$ cat src/rtl/regfile_wb_pkg.sv
// Shared types and constants for the register-file writeback block.
// Supplies a 32-bit default for WORD_WIDTH when the build does not define one.
`ifndef WORD_WIDTH
`define WORD_WIDTH 32
`endif

package regfile_wb_pkg;

    // The request struct is sized for the widest supported configuration.
    // Users zero-extend into it and slice back out to their own widths.
    localparam int WB_ADDR_MAX = 16;
    localparam int WB_DATA_MAX = 64;

    // ALU wins arbitration once it has been refused this many cycles in a row.
    localparam logic [1:0] STARVE_LIMIT = 2'd3;

    typedef struct packed {
        logic [WB_ADDR_MAX-1:0] addr;
        logic [WB_DATA_MAX-1:0] data;
    } wb_req_t;

endpackage

$ cat src/rtl/regfile_scoreboard.sv
// Pending-write bitmap. Issue sets a bit and writeback clears it.
// When both hit the same bit in one cycle, the set takes priority.
module regfile_scoreboard #(
    parameter int COUNT          = 32,
    parameter int ADDR_WIDTH     = $clog2(COUNT),
    parameter bit ZERO_HARDWIRED = 1'b1
) (
    input  logic                  clk,
    input  logic                  rst,
    input  logic                  set_en,
    input  logic [ADDR_WIDTH-1:0] set_addr,
    input  logic                  clr_en,
    input  logic [ADDR_WIDTH-1:0] clr_addr,
    output logic [COUNT-1:0]      pending
);

    logic [COUNT-1:0] pending_q;
    logic [COUNT-1:0] pending_d;

    // An address at or above COUNT matches no bit, so it is ignored with no extra logic.
    genvar gi;
    generate
        for (gi = 0; gi < COUNT; gi++) begin : g_bit
            localparam bit READ_ONLY = ZERO_HARDWIRED && (gi == 0);
            logic set_hit;
            logic clr_hit;
            assign set_hit = set_en && (set_addr == ADDR_WIDTH'(gi)) && !READ_ONLY;
            assign clr_hit = clr_en && (clr_addr == ADDR_WIDTH'(gi));
            assign pending_d[gi] = set_hit || (pending_q[gi] && !clr_hit);
        end
    endgenerate

    always_ff @(posedge clk) begin
        if (rst) begin
            pending_q <= '0;
        end else begin
            pending_q <= pending_d;
        end
    end

    assign pending = pending_q;

endmodule

$ cat src/rtl/regfile_wb.sv
// Writeback arbiter (ALU vs load) with a registered write port and a pending scoreboard.
// Define REGFILE_WB_FWD_EN to enable write-port forwarding comparators.
`ifndef WORD_WIDTH
`define WORD_WIDTH 32
`endif

module regfile_wb
    import regfile_wb_pkg::*;
#(
    parameter int   WIDTH          = `WORD_WIDTH,
    parameter int   COUNT          = 32,
    parameter bit   ZERO_HARDWIRED = 1'b1,
    localparam int  ADDR_WIDTH     = $clog2(COUNT)
) (
    input  logic                  clk,
    input  logic                  rst,
    input  logic                  iss_valid,
    input  logic [ADDR_WIDTH-1:0] iss_addr,
    input  logic                  alu_valid,
    output logic                  alu_ready,
    input  logic [ADDR_WIDTH-1:0] alu_addr,
    input  logic [WIDTH-1:0]      alu_data,
    input  logic                  mem_valid,
    output logic                  mem_ready,
    input  logic [ADDR_WIDTH-1:0] mem_addr,
    input  logic [WIDTH-1:0]      mem_data,
    output logic                  we_d,
    output logic [ADDR_WIDTH-1:0] addr_d,
    output logic [WIDTH-1:0]      d,
    output logic [COUNT-1:0]      pending,
    input  logic [ADDR_WIDTH-1:0] rd_addr_a,
    input  logic [ADDR_WIDTH-1:0] rd_addr_b,
    output logic                  fwd_a_hit,
    output logic                  fwd_b_hit,
    output logic [WIDTH-1:0]      fwd_a,
    output logic [WIDTH-1:0]      fwd_b
);

    logic [1:0]            starve_q, starve_d;
    logic                  wr_en_q, wr_en_d;
    logic [ADDR_WIDTH-1:0] wr_addr_q;
    logic [WIDTH-1:0]      wr_data_q;

    logic                  alu_win, alu_xfer, mem_xfer, xfer;
    logic                  addr_ok, zero_blk;
    wb_req_t               req_sel;
    logic [ADDR_WIDTH-1:0] sel_addr;
    logic [WIDTH-1:0]      sel_data;

    // The grant depends only on the valids and the starvation count, never on addr or data.
    assign alu_win   = alu_valid && (!mem_valid || (starve_q == STARVE_LIMIT));
    assign alu_ready = !rst && alu_win;
    assign mem_ready = !rst && mem_valid && !alu_win;
    assign alu_xfer  = alu_valid && alu_ready;
    assign mem_xfer  = mem_valid && mem_ready;
    assign xfer      = alu_xfer || mem_xfer;

    always_comb begin
        starve_d     = starve_q;
        req_sel.addr = WB_ADDR_MAX'(alu_addr);
        req_sel.data = WB_DATA_MAX'(alu_data);
        if (!alu_valid || alu_xfer) begin
            starve_d = '0;
        end else if (starve_q != STARVE_LIMIT) begin
            starve_d = starve_q + 2'd1;
        end
        if (mem_xfer) begin
            req_sel.addr = WB_ADDR_MAX'(mem_addr);
            req_sel.data = WB_DATA_MAX'(mem_data);
        end
    end

    assign sel_addr = req_sel.addr[ADDR_WIDTH-1:0];
    assign sel_data = req_sel.data[WIDTH-1:0];
    // The upper bits of the request only hold zero-extension padding.
    wire unused_req = ^req_sel;

    // A write to an out-of-range or hardwired-zero register is accepted but not performed.
    assign addr_ok  = {1'b0, sel_addr} < (ADDR_WIDTH+1)'(COUNT);
    assign zero_blk = ZERO_HARDWIRED && (sel_addr == '0);
    assign wr_en_d  = xfer && addr_ok && !zero_blk;

    always_ff @(posedge clk) begin
        if (rst) begin
            starve_q  <= '0;
            wr_en_q   <= 1'b0;
            wr_addr_q <= '0;
            wr_data_q <= '0;
        end else begin
            starve_q <= starve_d;
            wr_en_q  <= wr_en_d;
            if (xfer) begin
                wr_addr_q <= sel_addr;
                wr_data_q <= sel_data;
            end
        end
    end

    assign we_d   = wr_en_q;
    assign addr_d = wr_addr_q;
    assign d      = wr_data_q;

    regfile_scoreboard #(
        .COUNT          (COUNT),
        .ADDR_WIDTH     (ADDR_WIDTH),
        .ZERO_HARDWIRED (ZERO_HARDWIRED)
    ) u_scoreboard (
        .clk      (clk),
        .rst      (rst),
        .set_en   (iss_valid),
        .set_addr (iss_addr),
        .clr_en   (wr_en_q),
        .clr_addr (wr_addr_q),
        .pending  (pending)
    );

`ifdef REGFILE_WB_FWD_EN
    assign fwd_a_hit = wr_en_q && (wr_addr_q == rd_addr_a);
    assign fwd_b_hit = wr_en_q && (wr_addr_q == rd_addr_b);
    assign fwd_a     = wr_data_q;
    assign fwd_b     = wr_data_q;
`else
    assign fwd_a_hit = 1'b0;
    assign fwd_b_hit = 1'b0;
    assign fwd_a     = '0;
    assign fwd_b     = '0;
    wire unused_rd_addr = ^{rd_addr_a, rd_addr_b};
`endif

endmodule

$ cat config.mk
export PLATFORM = sky130hd
export DESIGN_NAME = regfile_wb
export DESIGN_NICKNAME = d
export VERILOG_FILES = /design/src/rtl/regfile_wb_pkg.sv /design/src/rtl/regfile_scoreboard.sv /design/src/rtl/regfile_wb.sv
export SDC_FILE = /design/constraint.sdc
export NUM_CORES = 1
export LEC_CHECK = 0
export CAP_MARGIN = 20
export CORE_MARGIN = 2
export CORE_UTILIZATION = 40
export DETAILED_ROUTE_END_ITERATION = 12
export PLACE_DENSITY = 0.92
export SETUP_SLACK_MARGIN = 0.05
export SYNTH_ARGS = -nofsm -noshare
export SYNTH_HDL_FRONTEND = slang
export SYNTH_HIERARCHICAL = 1
export SYNTH_SLANG_ARGS = --single-unit
$ cat constraint.sdc
create_clock -name clk -period 2.09 [get_ports clk]
set_input_delay 0.3135 -clock clk [delete_from_list [all_inputs] [get_ports clk]]
set_output_delay 0.3135 -clock clk [all_outputs]
set_load 0.1 [all_outputs]
==> summary.txt, run 1 <==
Outcome
  – Status: finished, final reports clean

STA
  – Slew HR: 36.2%
  – Worst-Margin Slew: 0.954 ns
  – RSZ-0062 raised after global routing: false
  – Final hold slack: 0.302 ns
  – Final setup fails: 0
  – Max Clock Freq: 513 MHz
  – Final WS setup: 0.141 ns
  – Pins Over Slew Limit: 0
  – Worst clock skew: 0.00849 ns
  – Post-route minimum period: 1.95 ns
  – Fin crit share: 93.2%
  – Final Hold Fails: 0

Synth
  – Post-synth ARST share: 0%
  – Cell area after synthesis: 0.00395 mm2
  – Register area share after synthesis: 36.5%
  – Synth cell types: 35
  – Post-synth top flop: dfxtp_1
  – Mean Syn Cell Area: 9.41 um2
  – Most frequent cell after synthesis: dfxtp_1
  – Post-synth EDFFs: 0
  – YS warnings: 6
  – Yosys top cell by area: dfxtp_1
  – Synthesis-stage register bit count: 72
  – Synth area leaders: dfxtp_1 (36%), buf_4 (13%), a221o_1 (9.4%)
  – Synth Instances: 420
  – Synth top area share: 36.5%
  – Commonest cells in the netlist: dfxtp_1 (72), buf_4 (68), o21ai_0 (57)

Clocking
  – CTS Hold Bufs: 0
  – Clk sinks: 72
  – CTS clk-pin slew, worst paths: 0.08 ns
  – Cts bufs inserted: 9
  – Clock latency on the worst-skew pair: 0.34 ns
  – CTS tree: done
  – Maximum clock path buffer count: 2
  – H-tree levels: 3
  – CTS root buffer: clkbuf_8

Drt
  – ANT nets after route: 0
  – DR pass1 iterations: 5
  – Vias: 3670
  – Average wire per standard cell: 15.9 um
  – Initial DRC count: 208
  – DR DRC count: 0
  – Vias per cell: 5.21
  – Final Routed Wirelength: 11.2 mm

Floorplan
  – Die height: 103 um
  – Core Region: 0.00968 mm2
  – Initial core utilization: 40.8%
  – Site Rows: 36
  – Num ports: 232
  – Die width: 103 um
  – Die ar.: 0.0107 mm2

Power
  – Overall Power: 4.02 mW
  – LEAKAGE: 2.25 nW
  – Cell Pwr Density: 749 mW/mm2
  – Peak supply drop: 0.000507 V

Critical path
  – Critical path required time: 1.78 ns
  – Reg2Reg Setup Slack: 0.22 ns
  – Worst path max stage delay: 0.54 ns
  – R2R depth: 4
  – R2r endpoint: d[31]$_SDFFE_PP0P_
  – CP cell instances: clkdlybuf4s50_1, buf_4, nor2b_2, o21ai_1, inv_1, buf_12
  – CP Class: in -> out
  – Crit start category: input pin
  – Critical Path Sink Type: output port
  – CP max stage cell: clkdlybuf4s50_1
  – Crit-path max FO: 4
  – CP arrival: 1.64 ns
  – R2R Path Start: starve_q[0]$_SDFFE_PP0N_

Finish
  – Design Area, Final: 0.00537 mm2
  – Core Util, Final: 55.4%
  – Area growth from synthesis to layout: 35.7%
  – Antenna Cells: 0
  – Layout cells sized above 1: 21.7%
  – Layout Nets: 663

GRT
  – First-pass GRT wire length: 16.6 mm
  – Vias in the first global route: 3401
  – Total grt overflow: 0
  – Initial antenna violation count: 0
  – GRT Total Usage: 20.0%
  – Pin count of the biggest net entering global routing: 68

Placement
  – GPL Wtd Cong: 0.865
  – DP HPWL: 8.24 mm
  – Setup slack at placement: -0.0898 ns
  – Placement Cell Area: 0.00521 mm2
  – IO Port Bufs: 155

Worst hold path
  – Worst hold path endpoint: starve_q[0]$_SDFFE_PP0N_
  – Hold Crit Start: mem_valid
  – WHS Path Cells: 3
  – Min-delay worst type: in -> reg

Flow run
  – Maxcap violations: 0
## worst max-delay path: cells and delay by family
family / cells / cell delay (ns)
buffers and inverters: 4 / 1.04
AOI/OAI and AO/OA: 1 / 0.11
and+or+nand+nor: 1 / 0.16
## state kept, by name (all words and copies together), names as in the netlist
signal and flops:
addr_d 5, u_scoreboard/pending 32, we_d 1, d 32
starve_q 2
## through the flow
| step | TNS [ns] | cells |
|---|---|---|
| 6_report | 0 | 705 |
| 4_1_cts | 0 | 705 |
| 5_1_grt | 0 | 705 |
| 3_3_place_gp | -0.00650 | 690 |
| 3_5_place_dp | -1.20 | 690 |
| 2_1_floorplan | 0 | 485 |
## power by group
part | internal, mW | total (mW) | switching [mW]
logic | 0.337 | 1.58 | 1.25
registers | 1.44 | 1.50 | 0.0602
clock network | 0.419 | 0.936 | 0.516
## placed cells by master (no fill, tap or decap), types with 2 or more instances in the layout
master and count:
or3b_1 4, clkbuf_8 9, buf_12 5, a2111oi_2 21, or3_1 2, a2111oi_1 9
nand3_1 2, a221o_1 37, o21ai_1 7, nand4_1 2, clkinv_2 3, a2111oi_0 7
conb_1 66, nor3_1 2, nand2b_1 2, o21ai_0 56, nand4b_1 5, dfxtp_1 72
nor2_1 5, nor2b_1 32, nand4bb_1 3, nand2_1 4, nor3b_1 2, inv_1 39
buf_4 76, buf_2 2, nand3b_1 4, clkdlybuf4s50_1 81, clkbuf_1 2
## kinds of logic after synthesis
kind of cell             share of synthesized area (%)
AND/OR/NAND/NOR                                   13.1
AO/OA/AOI/OAI                                     29.7
buffers and inverters                             20.4
other                                           0.0948
flip-flops                                        36.5
adder cells (fa/ha/maj)                          0.316
## metal layers
layer | GRT usage, % | routed length (um)
met1 | 23.7 | 4560
met2 | 33.8 | 5390
met3 | 6.45 | 1040
met4 | 7.79 | 235
met5 | 0 | 0
## what timing repair did
action	4_1_cts	5_1_grt
pin swaps	0	0
setup endpoints to repair	1	1
resized for setup	1	1
hold endpoints to repair	0	0
gates cloned	0	0
setup buffers	0	0
## how the worst max path moves through the flow
stage	start	end	cells after the start
floorplan	we_d$_SDFF_PP0_	u_scoreboard/pending[12]$_SDFF_PP0_	3
global placement	alu_valid	d[6]$_SDFFE_PP0P_	4
detailed placement	alu_valid	d[5]$_SDFFE_PP0P_	4
CTS	alu_valid	alu_ready	6
global route	alu_valid	alu_ready	6
finish	alu_valid	alu_ready	6
## final cells by class
cell class                 instances  area, um2
timing repair buffer             164       1490
tap                              133        166
clock inverter                     4       22.5
fill                             839       4320
sequential                        72       1440
inverter                          39        146
multi-input combinational        282       1970
clock buffer                      11        131
Power figures use the tool's default switching activity.
==> run 2: changes to the inputs <==
Settings changed: PLACE_DENSITY 0.92 to 0.87, REMOVE_ABC_BUFFERS set to 1, SYNTH_HIERARCHICAL 1 to unset.
==> summary.txt, run 2 <==
Finish
  – # fillers: 729 (-13%)
  – Most frequent cells in the layout: clkdlybuf4s50_1 (83), buf_4 (80), dfxtp_1 (72)
  – Commonest non-fill, non-tap cell in the layout: clkdlybuf4s50_1
  – Antenna Cells: 0 (unchanged)
  – Post-route insts no fill: 615 (-13%)
  – Layout cells sized above 1: 20.5% (-1.2 points)
  – Area growth from synthesis to layout: 40.8%
  – Layout Nets: 597 (-10%)
  – Design Area, Final: 0.00507 mm2 (-5.5%)

Synth
  – Commonest cells in the netlist: dfxtp_1 (72), buf_4 (66), a221o_1 (37), o2111a_1 (37), o211ai_1 (31)
  – YS warnings: 0 (-6)
  – Yosys top cell by area: dfxtp_1
  – Register area share after synthesis: 40.0% (+3.6 points)
  – Synth Instances: 357 (-15%)
  – Post-synth EDFFs: 0 (unchanged)
  – Synth cell types: 32 (-8.6%)
  – Most frequent cell after synthesis: dfxtp_1
  – Post-synth top flop: dfxtp_1
  – Synth area leaders: dfxtp_1 (40%), buf_4 (14%), o2111a_1 (12%)
  – Synthesis-stage register bit count: 72 (unchanged)
  – Cell area after synthesis: 0.00360 mm2 (-8.9%)
  – Synth top area share: 40.0% (+3.6 points)
  – Post-synth ARST share: 0% (unchanged)
  – Mean Syn Cell Area: 10.1 um2 (+7.1%)

Clocking
  – CTS clk-pin slew, worst paths: 0.07 ns (about the same)
  – H-tree levels: 3 (unchanged)
  – Clock latency on the worst-skew pair: 0.35 ns (about the same)
  – Cts bufs inserted: 9 (unchanged)
  – CTS tree: done
  – Maximum clock path buffer count: 2 (unchanged)
  – Clk sinks: 72 (unchanged)
  – CTS root buffer: clkbuf_8

Critical path
  – Reg2Reg Setup Slack: 0.57 ns (+0.35 ns)
  – CP cell instances: clkdlybuf4s50_1, buf_4, and3_1, buf_12, buf_12
  – CP max stage cell: clkdlybuf4s50_1
  – Crit-path max FO: 29 (+25)
  – CP top delay family: buffers and inverters
  – CP Class: in -> out
  – Worst path max stage delay: 0.53 ns (about the same)
  – CP startpoint: mem_valid
  – CP arrival: 1.68 ns (+0.04 ns)
  – Critical Path Sink Type: output port
  – R2R depth: 3 (-1)
  – R2r endpoint: u_scoreboard.pending[1]$_SDFF_PP0_
  – Crit start category: input pin
  – Worst path depth: 5 (-1)
  – Critical path required time: 1.78 ns (about the same)
  – Bufs and invs on worst path: 4 (unchanged)
  – R2R Path Start: we_d$_SDFF_PP0_
  – CP dominant cell by count: buf_12

Drt
  – DR DRC count: 0 (unchanged)
  – Vias per cell: 5.52 (+6.0%)
  – Vias: 3393 (-7.5%)
  – Final Routed Wirelength: 11.0 mm (-2.1%)
  – Initial DRC count: 154 (-26%)
  – Average wire per standard cell: 17.9 um (+12%)
  – ANT nets after route: 0 (unchanged)
  – DR pass1 iterations: 4 (-1)

STA
  – RSZ-0062 raised after global routing: false
  – Post-route minimum period: 1.99 ns (+0.0403 ns)
  – Worst clock skew: 0.00946 ns (+0.000968 ns)
  – Final Hold Fails: 0 (unchanged)
  – Max Clock Freq: 503 MHz (-2.0%)
  – Final setup fails: 0 (unchanged)
  – Worst-Margin Slew: 0.878 ns (-0.0762 ns)
  – Pins Over Slew Limit: 0 (unchanged)
  – Fin crit share: 95.2% (+1.9 points)
  – Slew HR: 41.3% (+5.1 points)

GRT
  – Grt peak-use layer: met2
  – GRT Total Usage: 20.8% (+0.74 points)
  – First-pass GRT wire length: 16.6 mm (-0.25%)
  – GR Layer Usage met2: 36.7% (+2.9 points)
  – Vias in the first global route: 3264 (-4.0%)
  – Met1 Use GR: 25.0% (+1.3 points)
  – M3 GR Usage: 4.96% (-1.5 points)
  – Initial antenna violation count: 0 (unchanged)
  – Total grt overflow: 0 (unchanged)
  – Pin count of the biggest net entering global routing: 48 (-29%)

Outcome
  – Status: finished, final reports clean

Floorplan
  – Num ports: 232 (unchanged)
  – Initial core utilization: 41.3% (+0.46 points)
  – Die width: 98.9 um (-4.4%)
  – Die ar.: 0.00978 mm2 (-8.6%)
  – Die height: 98.9 um (-4.4%)
  – Core Region: 0.00872 mm2 (-9.9%)
  – Site Rows: 34 (-5.6%)

Placement
  – Placed cells: 599 (-13%)
  – DP HPWL: 8.00 mm (-3.0%)
  – Placement Cell Area: 0.00482 mm2 (-7.4%)
  – GPL Wtd Cong: 0.778 (-10%)
  – IO Port Bufs: 155 (unchanged)

Worst hold path
  – Worst hold path endpoint: starve_q[0]$_SDFFE_PP0N_
  – WHS Path Cells: 1 (-2)
  – Min-delay worst type: reg -> reg
  – Hold Crit Start: starve_q[0]$_SDFFE_PP0N_

Power
  – Peak supply drop: 0.000449 V (-12%)
  – Cell Pwr Density: 852 mW/mm2 (+14%)
  – LEAKAGE: 2.18 nW (-3.5%)

Flow run
  – Maxcap violations: 0 (unchanged)
-- run 2: cell count changes after synthesis, sizes merged, moves of 2 or more --
cell,change
clkbuf,+2
a2111oi,-37
buf,+3
inv,-34
nor3,-2
o2111a,+37
o21ai,-31
or3b,-4
nor2b,-33
nand3b,-4
nand3,+3
o211ai,+31
-- run 2: how the worst max path moves through the flow --
stage                         endpoint  slack, ns
CTS                          alu_ready       0.09
finish                       mem_ready       0.10
global placement     d[3]$_SDFFE_PP0P_      -0.04
floorplan                    alu_ready      -1.84
global route                 mem_ready       0.06
detailed placement  d[14]$_SDFFE_PP0P_       -0.1
-- run 2: per-stage QoR --
| step | power [mW] | util, % | hold WS (ns) | setup TNS [ns] | setup slack, ns |
|---|---|---|---|---|---|
| 6_report | 4.32 | 58.1 | 0.419 | 0 | 0.101 |
| 5_1_grt | 4.44 | 58.1 | 0.437 | 0 | 0.0590 |
| 4_1_cts | 4.33 | 58.1 | 0.423 | 0 | 0.0936 |
| 3_5_place_dp | 3.00 | 55.3 | 0.412 | -1.49 | -0.0980 |
| 3_3_place_gp | 2.99 | 55.3 | 0.406 | -0.721 | -0.0421 |
| 2_1_floorplan | 2.62 | - | 0.399 | -31.86 | -1.84 |
-- run 2: kinds of logic after synthesis --
| group | synth area share, % |
|---|---|
| AO/OA/AOI/OAI | 33.5 |
| buffers and inverters | 18.7 |
| flip-flops | 40.0 |
| AND/OR/NAND/NOR | 7.37 |
| adder cells (fa/ha/maj) | 0.347 |
| other | 0.104 |
-- run 2: report_power, final --
part	leakage [nW]	internal [mW]	switching (mW)
Clock	0.116	0.795	0.551
Combinational	1.47	0.308	1.18
Sequential	0.590	1.43	0.0560
Total	2.18	2.54	1.78
-- run 2: what timing repair did --
item / in CTS / in global routing
gates resized for setup: 0 / 1
setup endpoints to repair: 0 / 1
buffers inserted: 0 / 0
hold buffers: 0 / 0
-- run 2: area by class of cell --
type | instances | area [um2] | area share [%]
well taps | 108 | 135 | 2.67
clock buffers | 9 | 124 | 2.44
clock inverters | 7 | 119 | 2.34
repair buffers | 166 | 1490 | 29.4
inverters | 5 | 18.8 | 0.370
multi-input cells | 248 | 1740 | 34.3
flip-flops and latches | 72 | 1440 | 28.4
-- run 2: routing by layer --
layer  vias up  part of all wire, %  wire [um]
li1       1574                    -          -
met3        14                  9.2       1010
met5         -                    0          0
met1      1603                   39       4320
met2       202                   50       5510
met4         0                  1.4        152
==> run 3: changes to the inputs <==
Settings changed: CTS_CLUSTER_SIZE set to 8, PLACE_DENSITY 0.87 to unset, PLACE_DENSITY_LB_ADDON set to 0.05, SLEW_MARGIN set to 25.
==> summary.txt, run 3 (synthesized netlist as in run 2, its figures left out) <==
GRT
  – Initial antenna violation count: 0 (unchanged)
  – First-pass GRT wire length: 16.5 mm (-0.79%)
  – Pin count of the biggest net entering global routing: 72 (+50%)
  – Total grt overflow: 0 (unchanged)
  – Vias in the first global route: 3210 (-1.7%)
  – GRT Total Usage: 21.0% (+0.20 points)

Critical path
  – CP arrival: 1.63 ns (-0.05 ns)
  – Crit-path max FO: 39 (+34%)
  – Crit start category: flip-flop
  – Worst path max stage delay: 0.32 ns (-0.21 ns)
  – CP cell instances: ha_1, nand2_1, and3_1, buf_12, buf_12
  – Critical Path Sink Type: output port
  – Bufs and invs on worst path: 2 (-2)
  – CP top delay family: buffers and inverters
  – Critical path required time: 1.78 ns (about the same)
  – CP max stage cell: dfxtp_1
  – CP dominant cell by count: buf_12
  – CP Class: reg -> out

Clocking
  – CTS Hold Bufs: 0 (unchanged)
  – Clk sinks: 72 (unchanged)
  – Cts bufs inserted: 9 (unchanged)
  – CTS tree: done
  – CTS root buffer: clkbuf_8
  – Setup bufs post-CTS: 0 (unchanged)
  – Maximum clock path buffer count: 2 (unchanged)
  – H-tree levels: 3 (unchanged)
  – Post_cts resized: 0 (unchanged)
  – CTS clk-pin slew, worst paths: 0.07 ns (about the same)
  – Clock latency on the worst-skew pair: 0.35 ns (about the same)

Drt
  – Vias per cell: 5.40 (-2.1%)
  – Vias: 3304 (-2.6%)
  – ANT nets after route: 0 (unchanged)
  – DR pass1 iterations: 4 (unchanged)
  – Average wire per standard cell: 17.5 um (-2.4%)
  – DR DRC count: 0 (unchanged)
  – Final Routed Wirelength: 10.7 mm (-2.9%)
  – Initial DRC count: 140 (-9.1%)

Floorplan
  – Initial core utilization: 41.3% (unchanged)
  – Num ports: 232 (unchanged)
  – Die ar.: 0.00978 mm2 (unchanged)
  – Die height: 98.9 um (unchanged)
  – Site Rows: 34 (unchanged)
  – Core Region: 0.00872 mm2 (unchanged)
  – Die width: 98.9 um (unchanged)

STA
  – Final setup fails: 0 (unchanged)
  – Worst-Margin Slew: 0.678 ns (-0.200 ns)
  – Worst clock skew: 0.0144 ns (+0.00490 ns)
  – Max Clock Freq: 515 MHz (+2.5%)
  – RSZ-0062 raised after global routing: false
  – Final Hold Fails: 0 (unchanged)
  – Final WS setup: 0.150 ns (+0.0488 ns)
  – Pins Over Slew Limit: 0 (unchanged)
  – Slew HR: 54.7% (+13 points)
  – Post-route minimum period: 1.94 ns (-0.0488 ns)
  – Fin crit share: 92.8% (-2.3 points)

Finish
  – Core Util, Final: 57.7% (-0.44 points)
  – FF/Latch Area: 0.00144 mm2 (unchanged)
  – Multi-input logic area: 0.00174 mm2 (-0.14%)
  – Layout cells sized above 1: 19.8% (-0.67 points)
  – Most frequent cells in the layout: clkdlybuf4s50_1 (83), buf_4 (77), dfxtp_1 (72)
  – Antenna Cells: 0 (unchanged)
  – Area growth from synthesis to layout: 39.7%
  – Commonest non-fill, non-tap cell in the layout: clkdlybuf4s50_1
  – # fillers: 786 (+7.8%)
  – Layout Nets: 595 (-0.34%)

Placement
  – GPL Wtd Cong: 0.754 (-3.1%)
  – DP HPWL: 7.42 mm (-7.2%)
  – Setup slack at placement: 0.207 ns (+0.305 ns)
  – IO Port Bufs: 155 (unchanged)

Power
  – Cell Pwr Density: 828 mW/mm2 (-2.9%)
  – Peak supply drop: 0.000460 V (+2.4%)
  – LEAKAGE: 2.15 nW (-0.95%)
  – Overall Power: 4.17 mW (-3.6%)

Outcome
  – Status: finished, final reports clean

Worst hold path
  – Min-delay worst type: reg -> reg

Flow run
  – Maxcap violations: 0 (unchanged)
run 3: changes by cell type in the layout (fill, tap and decap cells not counted), sizes merged:
cell,delta
inv,-1
bufinv,-1
buf,-2
clkinv,+1
run 3: layout make-up:
type,count,share of cell area [%]
inverter,5,0.373
tap,108,2.69
timing repair buffer,164,29.6
multi-input combinational,248,34.5
clock inverter,6,1.69
clock buffer,9,2.46
sequential,72,28.6
run 3: path summary, 6_finish.rpt:
path,start,endpoint,slack (ns),cells past startpoint
setup / recovery,starve_q[0]$_SDFFE_PP0N_,mem_ready,0.15,5
setup reg to reg,starve_q[0]$_SDFFE_PP0N_,d[26]$_SDFFE_PP0P_,0.62,5
hold reg to reg,starve_q[0]$_SDFFE_PP0N_,starve_q[0]$_SDFFE_PP0N_,0.43,1
hold / removal,starve_q[0]$_SDFFE_PP0N_,starve_q[0]$_SDFFE_PP0N_,0.43,1
run 3: where the power goes:
part	switching, mW	internal (mW)
clock	0.535	0.661
sequential	0.0527	1.43
combinational	1.17	0.309
run 3: stage by stage:
step / std cells / hold slack, ns / instance area [um2] / TNS (ns)
floorplan: 325 / 0.399 / 3190 / -31.86
detailed placement: 597 / 0.416 / 4820 / 0
finish: 612 / 0.425 / 5030 / 0
global route: 612 / 0.468 / 5030 / 0
global placement: 597 / 0.407 / 4820 / 0
CTS: 612 / 0.427 / 5030 / 0
run 3: per-layer routing:
layer  routed length [um]  part of all wire, %  vias up  global-route usage [%]
li1                     -                    -     1571                       -
met1                 4390                   41     1556                    25.9
met2                 5130                   48      161                    34.3
met3                  981                  9.2       16                    6.88
met4                  187                  1.8        0                    7.48
met5                    0                    0        -                       0
